[src/rtl/scanner_link_pkg.sv]
// Shared definitions for the inter-board scanner command link (rx and future tx).
package scanner_link_pkg;

    // Command encodings carried in the two data bits of a frame
    typedef enum logic [1:0] {
        COMM_INACTIVE      = 2'b00,
        COMM_GO_TO_STANDBY = 2'b01,
        COMM_START_SCAN    = 2'b10,
        COMM_START_FLUSH   = 2'b11
    } comm_e;

    // Frame layout: start(0), data LSB first, odd parity, stop(1)
    localparam int unsigned FRAME_DATA_BITS = 2;
    localparam logic        PARITY_ODD      = 1'b1;

    // Receiver state encoding
    typedef enum logic [2:0] {
        RX_IDLE      = 3'd0,
        RX_START     = 3'd1,
        RX_DATA      = 3'd2,
        RX_PARITY    = 3'd3,
        RX_STOP      = 3'd4,
        RX_WAIT_HIGH = 3'd5
    } rx_state_e;

    // True when data plus parity bit satisfy the link parity rule
    function automatic logic parity_ok(input logic [FRAME_DATA_BITS-1:0] data,
                                       input logic                       par);
        return (^{data, par}) == PARITY_ODD;
    endfunction

endpackage

[src/rtl/link_sync2.sv]
// Two-flop synchronizer for an asynchronous line that idles high.
module link_sync2 (
    input  logic clk,
    input  logic rst_n,
    input  logic d_i,
    output logic q_o
);

    logic meta_q;
    logic sync_q;

    // Resynchronize into clk; both stages reset to the idle level
    always_ff @(posedge clk or negedge rst_n) begin
        if (!rst_n) begin
            meta_q <= 1'b1;
            sync_q <= 1'b1;
        end else begin
            meta_q <= d_i;
            sync_q <= meta_q;
        end
    end

    assign q_o = sync_q;

endmodule

[src/rtl/scanner_link_rx.sv]
// Receive end of the scanner command link: deserializes one framed 2-bit command,
// pulses comm_valid on a good frame, and flags/counts parity and framing errors.
module scanner_link_rx
    import scanner_link_pkg::*;
#(
    parameter int unsigned CLKS_PER_BIT = 8,
    parameter int unsigned ERR_W        = 4
) (
    input  logic             clk,
    input  logic             reset,
    input  logic             serial_in,
    output logic [1:0]       receive_comm,
    output logic             comm_valid,
    output logic             parity_err,
    output logic             frame_err,
    output logic [ERR_W-1:0] err_count,
    output logic             rx_busy
);

    localparam int unsigned TMR_W = $clog2(CLKS_PER_BIT);
    localparam int unsigned IDX_W = (FRAME_DATA_BITS > 1) ? $clog2(FRAME_DATA_BITS) : 1;

    localparam logic [TMR_W-1:0] HALF_LOAD = TMR_W'(CLKS_PER_BIT / 2 - 1);
    localparam logic [TMR_W-1:0] FULL_LOAD = TMR_W'(CLKS_PER_BIT - 1);
    localparam logic [IDX_W-1:0] LAST_IDX  = IDX_W'(FRAME_DATA_BITS - 1);
    localparam logic [ERR_W-1:0] ERR_MAX   = {ERR_W{1'b1}};

    logic rx_s;

    rx_state_e                  state_q, state_d;
    logic [TMR_W-1:0]           timer_q, timer_d;
    logic [IDX_W-1:0]           idx_q, idx_d;
    logic [FRAME_DATA_BITS-1:0] shift_q, shift_d;
    logic                       par_q, par_d;
    logic [1:0]                 comm_q, comm_d;
    logic                       valid_q, valid_d;
    logic                       perr_q, perr_d;
    logic                       ferr_q, ferr_d;
    logic [ERR_W-1:0]           err_q, err_d;
    logic                       busy_q, busy_d;

    logic timer_zero_c;
    logic par_good_c;
    logic bad_frame_c;

    link_sync2 u_sync (
        .clk   (clk),
        .rst_n (reset),
        .d_i   (serial_in),
        .q_o   (rx_s)
    );

    assign timer_zero_c = (timer_q == '0);
    assign par_good_c   = parity_ok(shift_q, par_q);

    // Frame state machine: bit timing, shifting, stop-bit decision and error counting
    always_comb begin
        state_d     = state_q;
        timer_d     = timer_q;
        idx_d       = idx_q;
        shift_d     = shift_q;
        par_d       = par_q;
        comm_d      = 2'b00;
        valid_d     = 1'b0;
        perr_d      = 1'b0;
        ferr_d      = 1'b0;
        bad_frame_c = 1'b0;

        case (state_q)
            RX_IDLE: begin
                if (!rx_s) begin
                    state_d = RX_START;
                    timer_d = HALF_LOAD;
                end
            end
            RX_START: begin
                if (timer_zero_c) begin
                    if (!rx_s) begin
                        state_d = RX_DATA;
                        timer_d = FULL_LOAD;
                        idx_d   = '0;
                    end else begin
                        state_d = RX_IDLE;
                    end
                end else begin
                    timer_d = timer_q - TMR_W'(1);
                end
            end
            RX_DATA: begin
                if (timer_zero_c) begin
                    shift_d = {rx_s, shift_q[FRAME_DATA_BITS-1:1]};
                    timer_d = FULL_LOAD;
                    if (idx_q == LAST_IDX) begin
                        state_d = RX_PARITY;
                    end else begin
                        idx_d = idx_q + IDX_W'(1);
                    end
                end else begin
                    timer_d = timer_q - TMR_W'(1);
                end
            end
            RX_PARITY: begin
                if (timer_zero_c) begin
                    par_d   = rx_s;
                    timer_d = FULL_LOAD;
                    state_d = RX_STOP;
                end else begin
                    timer_d = timer_q - TMR_W'(1);
                end
            end
            RX_STOP: begin
                if (timer_zero_c) begin
                    if (rx_s) begin
                        state_d = RX_IDLE;
                        if (par_good_c) begin
                            valid_d = 1'b1;
                            comm_d  = shift_q;
                        end else begin
                            perr_d      = 1'b1;
                            bad_frame_c = 1'b1;
                        end
                    end else begin
                        // Line still low at stop: framing error, wait out any break
                        state_d     = RX_WAIT_HIGH;
                        ferr_d      = 1'b1;
                        perr_d      = !par_good_c;
                        bad_frame_c = 1'b1;
                    end
                end else begin
                    timer_d = timer_q - TMR_W'(1);
                end
            end
            RX_WAIT_HIGH: begin
                if (rx_s) begin
                    state_d = RX_IDLE;
                end
            end
            default: begin
                state_d = RX_IDLE;
            end
        endcase

        err_d  = (bad_frame_c && (err_q != ERR_MAX)) ? err_q + ERR_W'(1) : err_q;
        busy_d = (state_d != RX_IDLE);
    end

    // State, datapath and registered outputs
    always_ff @(posedge clk or negedge reset) begin
        if (!reset) begin
            state_q <= RX_IDLE;
            timer_q <= '0;
            idx_q   <= '0;
            shift_q <= {FRAME_DATA_BITS{1'b1}};
            par_q   <= 1'b0;
            comm_q  <= 2'b00;
            valid_q <= 1'b0;
            perr_q  <= 1'b0;
            ferr_q  <= 1'b0;
            err_q   <= '0;
            busy_q  <= 1'b0;
        end else begin
            state_q <= state_d;
            timer_q <= timer_d;
            idx_q   <= idx_d;
            shift_q <= shift_d;
            par_q   <= par_d;
            comm_q  <= comm_d;
            valid_q <= valid_d;
            perr_q  <= perr_d;
            ferr_q  <= ferr_d;
            err_q   <= err_d;
            busy_q  <= busy_d;
        end
    end

    assign receive_comm = comm_q;
    assign comm_valid   = valid_q;
    assign parity_err   = perr_q;
    assign frame_err    = ferr_q;
    assign err_count    = err_q;
    assign rx_busy      = busy_q;

endmodule

[config.mk]
export PLATFORM = sky130hd
export DESIGN_NAME = scanner_link_rx
export DESIGN_NICKNAME = d
export VERILOG_FILES = /design/src/rtl/scanner_link_pkg.sv /design/src/rtl/link_sync2.sv /design/src/rtl/scanner_link_rx.sv
export SDC_FILE = /design/constraint.sdc
export NUM_CORES = 1
export LEC_CHECK = 0
export ABC_AREA = 1
export CORE_MARGIN = 1
export CORE_UTILIZATION = 45
export DETAILED_ROUTE_END_ITERATION = 12
export PLACE_DENSITY = 0.79
export SYNTH_ARGS = -nofsm -noshare
export SYNTH_HDL_FRONTEND = slang
export SYNTH_HIERARCHICAL = 1
export SYNTH_SLANG_ARGS = --single-unit
[constraint.sdc]
create_clock -name clk -period 1.3 [get_ports clk]
set_input_delay 0.13 -clock clk [delete_from_list [all_inputs] [get_ports clk]]
set_output_delay 0.13 -clock clk [all_outputs]
set_load 0.01 [all_outputs]
==> run summary <==
Rel. slew slack: 80.8%
Layout cell share with drive strength beyond 1: 38.9%
Crit-path max FO: 4
Vias: 1020
Area growth from synthesis to layout: 40.7%
#FFs+latches synth: 22
Max VDD drop: 1.43 mV
Die area: 2710 um^2
P_int: 1.93 mW
YS warnings: 6
Period minus WS final: 1500 ps
Min-delay worst type: input pin to async pin
Core ar.: 2300 um^2
Fin nets: 183
Arr. time, crit path: 1710 ps
Cell with the most instances after synthesis: nand2_1
GRT Max-Usage Layer: met2
Comb pwr share: 50.9%
Switching Share: 40.0%
Status: finished, violations left
Io pins: 13
Seq pwr share: 32.5%
DR pass1 iterations: 4
Worst hold slack: 135 ps
Die Width: 52.1 um
Largest net degree at the start of global routing: 23
Unique masters post-synth: 21
GR Overflow Total: 0
Reg clk slew, reported paths: 130 ps
Worst Skew: 3.91 ps
Vias per inst: 5.02
GRT Overall Usage: 20.4%
Violated checks: negative setup slack
Power Density: 2030 nW/um^2
H-Tree Depth: 1
P_sw: 1.29 mW
CTS root buf: clkbuf_4
Maxcap violations: 0
Setup slack after layout: -195 ps
Setup violators final: 8
Syn nets: 145
Fmax: 669 MHz
Ys flop type: dfrtp_1
Slew of the pin with the lowest slew margin: 288 ps
Cell Rows: 17
Clock net sink count: 22
Antenna Cells: 0
Synth top cells by count: 49 x nand2_1, 18 x dfrtp_1, 13 x nand3_1
CTS buffer count: 3
RSZ-0062 raised after global routing: yes
Initial antenna violation count: 0
Critical Path RT: 1520 ps
Vias in the first global route: 954
Area share of the largest cell type after synthesis: 39.9%
M2 GR Usage: 33.8%
CTS Buffer Depth: 2
Fin. Hold Viols: 0
Startpoint types: flip-flop
Input/output buffers: 12
HPWL after DPL: 1.64 mm
Post-Syn Area: 1130 um^2
GR Util met3: 2.63%
First DRT Iteration DRCs: 22
Fin Setup TNS: -957 ps
Main area contributors after synthesis: dfrtp_1 40%, nand2_1 16%, dfstp_2 9.3%, nand3_1 5.8%, ha_1 4.4%
GR Util met1: 27.2%
Critical path type: flip-flop to flip-flop
Overall Power: 3.22 mW
Tcrit/Tclk final: 115%
Clock share of power: 16.5%
Die height: 52.1 um
Slew Viols, Final: 0
Register area share after synthesis: 49.2%
Count of flip-flops with a built-in enable after synthesis: 0
Routed WL: 2.45 mm
Routed WL per cell: 12.1 um
CTS tree: done
Routed Antenna Nets: 0
Remaining DRCs: 0
Clk_lat worst skew: 320 ps
First-pass GRT wire length: 4.06 mm
Synthesized instance count: 138
CP endpoint kind: flip-flop
Dpl ws: -187 ps
CTS Hold Bufs: 0
Post-synth ARST share: 100%
GP Congestion: 0.857
Initial Utilization: 49.1%
Pleak: 0.865 nW
Leading area contributor after synthesis: dfrtp_1
Avg Synthesized Cell Area: 8.18 um^2
[sequential cells by signal, indices dropped and copies added (netlist names), 2 cells and up]
signal        cells
state_q           3
err_count         4
receive_comm      2
shift_q           2
timer_q           3
[path summary, 6_finish.rpt]
path                               start             to  cells after the start  slack, ps
setup / recovery              shift_q[0]   err_count[0]                      8       -200
hold / removal                     reset        rx_busy                      2        130
max in group asynchronous          reset     shift_q[1]                      2        880
hold reg to reg            u_sync/meta_q     u_sync/q_o                      0        370
min in group clk               serial_in  u_sync/meta_q                      1        210
setup reg to reg              shift_q[0]   err_count[0]                      8       -200
[power groups by stage]
stage | Combinational [mW] | Sequential (mW) | Clock (mW)
finish | 1.64 | 1.05 | 0.533
global route | 1.85 | 1.07 | 0.573
CTS | 1.50 | 1.03 | 0.549
detailed placement | 1.30 | 1.04 | 0
global placement | 1.26 | 1.03 | 0
floorplan | 0.833 | 1.01 | 0
[critical path: stages, from the launching register on]
cell	delay, ps
dfstp_2	570
xnor2_2	70
ha_1	320
inv_2	60
nand2_4	70
nand2_4	60
inv_2	60
nand2_4	60
xnor2_2	120
[repair_timing]
| item | in CTS | in global routing |
|---|---|---|
| setup buffers | 6 | 0 |
| endpoints found under the hold margin | 0 | 0 |
| setup endpoints to repair | 25 | 16 |
| gates resized for setup | 23 | 20 |
| pin swaps | 10 | 4 |
[cell usage in the layout (no fill, tap or decap), types with 5 or more instances in the layout]
cell type | synthesis | routed
nor2_1 | 11 | 9
dlygate4sd2_1 | 0 | 10
nand2_4 | 1 | 5
nand3_1 | 13 | 12
nand2_1 | 49 | 43
inv_1 | 12 | 7
nor2_2 | 6 | 5
dfrtp_1 | 18 | 15
nand2_2 | 3 | 5
inv_2 | 3 | 7
buf_4 | 1 | 20
[stage by stage]
stage / std cells / util [%] / cell area (um^2)
after CTS: 203 / 66.3 / 1520
after detailed placement: 193 / 60.8 / 1400
after global placement: 193 / 60.8 / 1400
final: 203 / 69.1 / 1590
after global routing: 203 / 69.1 / 1590
after floorplan: 138 / - / 1130
[final cells by class]
cell class,count,area [um^2]
multi-input combinational,100,602
fill,189,709
clock inverter,1,30.0
timing repair buffer,34,280
sequential,22,559
clock buffer,3,22.5
inverter,15,58.8
tap,28,35.0
[logic make-up after synthesis]
family	share of synthesized area, %
AND/OR/NAND/NOR	33.9
adder cells (fa/ha/maj)	4.43
AO/OA/AOI/OAI	2.99
flip-flops	49.2
XOR/XNOR	3.77
buffers and inverters	5.65
[layer usage]
metal | share of wire, % | up-vias
li1 | - | 502
met1 | 45 | 480
met2 | 50 | 34
met3 | 4.5 | 4
met4 | 1.2 | 0
met5 | 0 | -
Power figures use the tool's default switching activity.
